==> src/rtl/sparq_cmd_scheduler.sv <==
// Command scheduler: assembles three-phase host commands, resolves unit hazards and issues to one
// execution unit. Define SPARQ_SCHED_PERF_EN to add stall counters on state6/state7.
module sparq_cmd_scheduler #(
  parameter int unsigned NUM_UNITS = 7,
  parameter int unsigned ARG_WORDS = 6,
  parameter int unsigned FSIZE     = 32
) (
  input  logic                         clk,
  input  logic                         rstn,
  input  logic [2*FSIZE+8:0]           cmd_in,
  output logic                         cmd_ready,
  output logic [NUM_UNITS-1:0]         issue_valid,
  input  logic [NUM_UNITS-1:0]         issue_ready,
  output logic [ARG_WORDS*FSIZE-1:0]   issue_args,
  input  logic [NUM_UNITS-1:0]         unit_done,
  output logic [255:0]                 state_out
);

  typedef enum logic [2:0] {
    StIdle  = 3'd0,
    StArg1  = 3'd1,
    StArg2  = 3'd2,
    StCheck = 3'd3,
    StIssue = 3'd4
  } state_e;

  localparam logic [2:0] UnitCStore = 3'd4;
  localparam logic [2:0] UnitGemm   = 3'd5;
  localparam logic [2:0] UnitPe     = 3'd6;

  logic             cmd_valid;
  logic [7:0]       cmd_code;
  logic [FSIZE-1:0] cmd_d0, cmd_d1;
  assign {cmd_valid, cmd_code, cmd_d0, cmd_d1} = cmd_in;

  state_e                     state_q, state_d;
  logic [2:0]                 unit_q, unit_d;
  logic [7:0]                 code_q, code_d;
  logic [ARG_WORDS*FSIZE-1:0] args_q, args_d;
  logic [NUM_UNITS-1:0]       busy_q, busy_d;
  logic [1:0]                 err_q, err_d;
  logic [7:0]                 err_code_q, err_code_d;
  logic [31:0]                issued_q, issued_d;
  logic [7:0]                 last_code_q, last_code_d;
  logic [2:0]                 last_unit_q, last_unit_d;

  logic       dec_legal, dec_pe;
  logic [2:0] dec_unit;
  logic [1:0] dec_phase;
  logic [7:0] dec_off;
  logic       hazard;
  logic       bad;

  // Codes 5..19 pack five loaders at three phases each.
  always_comb begin
    dec_legal = 1'b0;
    dec_pe    = 1'b0;
    dec_unit  = 3'd0;
    dec_phase = 2'd0;
    dec_off   = cmd_code - 8'd5;
    if (cmd_code == 8'd1) begin
      dec_legal = 1'b1;
      dec_pe    = 1'b1;
      dec_unit  = UnitPe;
    end else if (cmd_code >= 8'd2 && cmd_code <= 8'd4) begin
      dec_legal = 1'b1;
      dec_unit  = UnitGemm;
      dec_phase = 2'(cmd_code - 8'd2);
    end else if (cmd_code >= 8'd5 && cmd_code <= 8'd19) begin
      dec_legal = 1'b1;
      dec_unit  = 3'(dec_off / 8'd3);
      dec_phase = 2'(dec_off % 8'd3);
    end
  end

  always_comb begin
    hazard = busy_q[unit_q];
    case (unit_q)
      3'd0, 3'd1, 3'd2: hazard = hazard | busy_q[5];
      3'd3:             hazard = hazard | busy_q[4] | busy_q[5];
      UnitCStore:       hazard = hazard | busy_q[5] | busy_q[3];
      UnitGemm:         hazard = hazard | (|busy_q[3:0]);
      UnitPe:           hazard = hazard | busy_q[5];
      default:          hazard = 1'b1;
    endcase
  end

  always_comb begin
    state_d     = state_q;
    unit_d      = unit_q;
    code_d      = code_q;
    args_d      = args_q;
    err_d       = err_q;
    err_code_d  = err_code_q;
    issued_d    = issued_q;
    last_code_d = last_code_q;
    last_unit_d = last_unit_q;
    bad         = 1'b0;
    busy_d      = busy_q & ~unit_done;
    // PE reset has no done pulse; its busy bit lives for one cycle only.
    busy_d[UnitPe] = 1'b0;
    if (|(unit_done & ~busy_q)) err_d[1] = 1'b1;

    case (state_q)
      StIdle: begin
        if (cmd_valid) begin
          if (dec_legal && dec_pe) begin
            args_d  = '0;
            unit_d  = UnitPe;
            code_d  = cmd_code;
            state_d = StCheck;
          end else if (dec_legal && dec_phase == 2'd0) begin
            args_d                  = '0;
            args_d[0 +: 2*FSIZE]    = {cmd_d1, cmd_d0};
            unit_d                  = dec_unit;
            state_d                 = StArg1;
          end else begin
            bad = 1'b1;
          end
        end
      end
      StArg1: begin
        if (cmd_valid) begin
          if (dec_legal && !dec_pe && dec_unit == unit_q && dec_phase == 2'd1) begin
            args_d[2*FSIZE +: 2*FSIZE] = {cmd_d1, cmd_d0};
            state_d                    = StArg2;
          end else begin
            bad = 1'b1;
          end
        end
      end
      StArg2: begin
        if (cmd_valid) begin
          if (dec_legal && !dec_pe && dec_unit == unit_q && dec_phase == 2'd2) begin
            args_d[4*FSIZE +: 2*FSIZE] = {cmd_d1, cmd_d0};
            code_d                     = cmd_code;
            state_d                    = StCheck;
          end else begin
            bad = 1'b1;
          end
        end
      end
      StCheck: begin
        if (!hazard) state_d = StIssue;
      end
      StIssue: begin
        if (issue_ready[unit_q]) begin
          busy_d[unit_q] = 1'b1;
          issued_d       = issued_q + 32'd1;
          last_code_d    = code_q;
          last_unit_d    = unit_q;
          state_d        = StIdle;
        end
      end
      default: state_d = StIdle;
    endcase

    if (bad) begin
      args_d     = '0;
      state_d    = StIdle;
      err_d[0]   = 1'b1;
      err_code_d = cmd_code;
    end
  end

  always_ff @(posedge clk or negedge rstn) begin
    if (!rstn) begin
      state_q     <= StIdle;
      unit_q      <= 3'd0;
      code_q      <= 8'd0;
      args_q      <= '0;
      busy_q      <= '0;
      err_q       <= 2'd0;
      err_code_q  <= 8'd0;
      issued_q    <= 32'd0;
      last_code_q <= 8'd0;
      last_unit_q <= 3'd0;
    end else begin
      state_q     <= state_d;
      unit_q      <= unit_d;
      code_q      <= code_d;
      args_q      <= args_d;
      busy_q      <= busy_d;
      err_q       <= err_d;
      err_code_q  <= err_code_d;
      issued_q    <= issued_d;
      last_code_q <= last_code_d;
      last_unit_q <= last_unit_d;
    end
  end

  logic [31:0] perf_blk, perf_wait;

`ifdef SPARQ_SCHED_PERF_EN
  logic [31:0] blk_cnt_q, wait_cnt_q;
  logic        pe_issue;
  assign pe_issue = (state_q == StIssue) && (unit_q == UnitPe) && issue_ready[UnitPe];

  always_ff @(posedge clk or negedge rstn) begin
    if (!rstn) begin
      blk_cnt_q  <= 32'd0;
      wait_cnt_q <= 32'd0;
    end else if (pe_issue) begin
      blk_cnt_q  <= 32'd0;
      wait_cnt_q <= 32'd0;
    end else begin
      if (state_q == StCheck && hazard && blk_cnt_q != 32'hFFFF_FFFF) begin
        blk_cnt_q <= blk_cnt_q + 32'd1;
      end
      if (state_q == StIssue && !issue_ready[unit_q] && wait_cnt_q != 32'hFFFF_FFFF) begin
        wait_cnt_q <= wait_cnt_q + 32'd1;
      end
    end
  end
  assign perf_blk  = blk_cnt_q;
  assign perf_wait = wait_cnt_q;
`else
  assign perf_blk  = 32'd0;
  assign perf_wait = 32'd0;
`endif

  always_comb begin
    issue_valid = '0;
    if (state_q == StIssue) issue_valid[unit_q] = 1'b1;
  end

  assign cmd_ready  = (state_q == StIdle) || (state_q == StArg1) || (state_q == StArg2);
  assign issue_args = args_q;

  assign state_out = {perf_wait,
                      perf_blk,
                      32'd0,
                      32'd0,
                      {16'd0, last_code_q, 5'd0, last_unit_q},
                      issued_q,
                      {16'd0, err_code_q, 6'd0, err_q},
                      {22'd0, busy_q, state_q}};

endmodule
==> config.mk <==
export PLATFORM = sky130hd
export DESIGN_NAME = sparq_cmd_scheduler
export DESIGN_NICKNAME = d
export VERILOG_FILES = /design/src/rtl/sparq_cmd_scheduler.sv
export SDC_FILE = /design/constraint.sdc
export NUM_CORES = 1
export LEC_CHECK = 0
export CAP_MARGIN = 30
export CORE_AREA = 2 2 212 214
export CTS_CLUSTER_SIZE = 25
export DETAILED_ROUTE_END_ITERATION = 8
export DIE_AREA = 0 0 214 216
export GPL_TIMING_DRIVEN = 0
export PLACE_DENSITY_LB_ADDON = 0.08
export SLEW_MARGIN = 5
export SYNTH_ARGS = -nofsm -noshare
export SYNTH_HDL_FRONTEND = slang
export SYNTH_SLANG_ARGS = --single-unit
==> constraint.sdc <==
create_clock -name clk -period 3.35 [get_ports clk]
set_clock_uncertainty 0.1 [all_clocks]
set_input_delay 0.5025 -clock clk [delete_from_list [all_inputs] [get_ports clk]]
set_output_delay 0.5025 -clock clk [all_outputs]
set_load 0.01 [all_outputs]
==> metrics.csv <==
stage,metric,value,unit
clock_network,clk_transition_reported_paths,0.06,ns
floorplanning,die_w,214,um
floorplanning,fp.dieH,216,um
power,p_leak,0.00946,uW
worst_setup_path,timing.rr.start,unit_q[0]$_DFFE_PN0P_,
sta,grt_setup_unrepaired,yes,
global_routing,grt_pass1_vias,12589,
synth,synth_cell_types,67,
power,ir_worst_vdd,0.000368,V
sta,max_slew.worst_pin.slew,1.04,ns
worst_setup_path,crit_path_start_kind,input port,
layout,finalNetCount,2188,
placed_design,placed_cells,2592,
min_path,hp-start,cmd_in[65],
synth,synth_ff_type,dfrtp_1,
sta,report.final.setup_viol,214,
floorplanning,rows,77,
synth,yosys.cell_count.top_type,dfrtp_1,
drt,drc_errors,0,
flow_run,maxCapViolCount,0,
floorplanning,coreArea,0.0438,sq mm
synth,synthCells,1454,
placed_design,place.gp.congestion,0.877,
synth,ys_seq_area_share,48.4,%
worst_setup_path,path_class,in -> reg,
synth,yosysWarningCount,0,
worst_setup_path,worst_ep_arrival_time,5.41,ns
synth,syn_area_per_cell,9.46,sq um
clock_network,cts.sinks,266,
global_routing,grt_usage,22.1,%
synth,yosys_register_bits,266,
sta,period_minus_slack,5.03,ns
floorplanning,io-pin-count,545,
worst_setup_path,end_kind,register,
clock_network,cts_tree,yes,
clock_network,numCtsBuffers,31,
synth,ys_top_cells_by_count,"dfrtp_1 (266), buf_4 (213), nor2_1 (177)",
layout,drive_gt1_share,23.3,%
drt,viasPerCell,4.72,
placed_design,detailedPlace.worstSlack,-3.21,ns
synth,ys_async_sr_fraction,100,%
synth,synth_top_area_share,48.4,%
synth,synth_largest_area_cell,dfrtp_1,
layout,diodes,0,
global_routing,grt_pass1_wl,79.8,mm
sta,slew_violations,0,
worst_setup_path,reg2regPathDepth,12,
floorplanning,initial_core_util,31.4,%
synth,synth_edf_count,0,
placed_design,place_hpwl,38.5,mm
sta,timing.final.ws_setup,-1.68,ns
layout,syn_to_final_growth,56.9,%
power,p_per_area,390,mW/mm^2
sta,period_share,150,%
drt,num_vias,12757,
global_routing,grt_overflow,0,
outcome,status,"finished, violations left",
worst_setup_path,crit_end,err_code_q[6]$_DFFE_PN0N_,
drt,drt_wl_total,53.2,mm
drt,drt_iter0_drc,741,
clock_network,clockBufferDepth,3,
worst_setup_path,crit_fanout,6,
drt,first_pass_iters,5,
clock_network,clock_latency,0.59,ns
layout,stdcell_count,2705,
placed_design,io_buffers,350,
global_routing,grt_start_max_net_pins,105,
floorplanning,die_area,0.0462,sq mm
power,p_total,8410,uW
drt,wire_per_inst,19.7,um
sta,fmax,0.199,GHz
min_path,hp-class,in -> reg,
worst_setup_path,required,3.72,ns
global_routing,antenna_found_initial,3,
outcome,violations,setup timing,
worst_setup_path,r2r_slack,0.15,ns
clock_network,htree_levels,1,
drt,postRouteAntennaNets,0,
worst_setup_path,critPathLaunch,cmd_in[69],
clock_network,cts_root_buffer,clkbuf_16,
worst_setup_path,reg2reg_to,issued_q[31]$_DFFE_PN0P_,
synth,synth.cell_area,0.0138,sq mm
layout,post-route-util,49.3,%
sta,hold_violations,0,
synth,synth_area_leaders,"dfrtp_1 (48%), buf_4 (12%), a22oi_1 (7.1%), nor2_1 (4.8%), nand2_1 (3.3%)",
sta,slew_headroom,29.7,%
## area by class of cell
| class | instances | area [sq um] |
|---|---|---|
| multi-input combinational | 1066 | 6500 |
| sequential | 266 | 6660 |
| inverter | 22 | 101 |
| clock inverter | 6 | 97.6 |
| fill | 4221 | 22200 |
| tap | 592 | 741 |
| clock buffer | 48 | 900 |
| buffer | 288 | 2230 |
| timing repair buffer | 417 | 4370 |
## per-layer routing
metal	GRT usage [%]	wire length, um	vias to the layer above
met5	0	41	-
met4	3.80	724	6
met3	7.84	4920	52
met2	37.9	26200	484
met1	27.0	21300	6235
li1	-	-	5980
## placed cells by master (no fill, tap or decap), drive strengths merged, types with 24 or more instances in the layout
master,instances
clkdlybuf4s50,342
buf,297
dfrtp,266
conb,193
nor2,177
a22oi,130
nand2,120
clkbuf,109
nand3,85
a21oi,82
xnor2,31
o21ai,25
nor3,24
## registers in the layout, indices dropped and copies added, names as in the netlist
register and cells:
busy_q 7, err_q 2, issued_q 32, code_q 8, issue_args 192, last_unit_q 3, state_q 3, err_code_q 8
unit_q 3, last_code_q 8
## worst min path at each step
| stage | slack, ns | cells past startpoint | end |
|---|---|---|---|
| 6_report | 0.30 | 5 | code_q[1]$_DFFE_PN0P_ |
| 5_1_grt | 0.31 | 5 | code_q[1]$_DFFE_PN0P_ |
| 3_5_place_dp | 0.35 | 1 | err_q[0]$_DFFE_PN0N_ |
| 2_1_floorplan | 0.11 | 0 | busy_q[0]$_DFF_PN0_ |
| 3_3_place_gp | 0.35 | 1 | err_q[0]$_DFFE_PN0N_ |
| 4_1_cts | 0.20 | 4 | code_q[1]$_DFFE_PN0P_ |
## what timing repair did
item	in CTS	in global routing
gates resized for setup	175	109
hold endpoints to repair	67	0
hold buffers	1	0
pin swaps	34	38
setup endpoints to repair	233	237
gates cloned	10	0
setup buffers	44	14
## where the power goes
part / internal [uW] / total [uW] / switching (uW) / leakage, uW
clock network: 1990 / 3390 / 1400 / 0.000484
registers: 3270 / 3330 / 53.6 / 0.00367
logic: 805 / 1700 / 894 / 0.00530
total: 6070 / 8410 / 2350 / 0.00946
## kinds of logic after synthesis
kind of cell	Yosys count	share of synthesized area, %
simple gates	476	15.4
compound gates	316	15.7
buf+inv	314	14.5
flops	266	48.4
xor+xnor	46	2.98
mux	28	2.43
fa+ha+maj	7	0.637
other cells	1	0.0273
## per-stage QoR
stage | cell area, sq um | hold slack [ns] | TNS [ns]
5_1_grt | 21600 | 0.315 | -374.72
4_1_cts | 21300 | 0.199 | -330.07
2_1_floorplan | 14700 | 0.107 | -326.26
6_report | 21600 | 0.301 | -342.00
3_3_place_gp | 19000 | 0.347 | -3524.65
3_5_place_dp | 19000 | 0.351 | -668.05
## critical path: stages
cell,delay (ns)
clkdlybuf4s15_2,0.26
or3_4,0.40
o221ai_4,0.22
nand3b_1,0.17
nand3_1,0.10
o32a_1,0.39
or3_4,0.43
ha_4,0.17
inv_2,0.06
and4_4,0.24
nand2_4,0.06
xnor2_2,0.17
ha_2,0.19
a221o_2,0.34
mux2i_1,0.13
a221o_1,0.38
o311ai_2,0.07
a21boi_2,0.21
nor3b_4,0.20
buf_6,0.14
buf_4,0.11
buf_12,0.13
mux2_4,0.30
No activity file was read; power rests on OpenSTA's default activity.
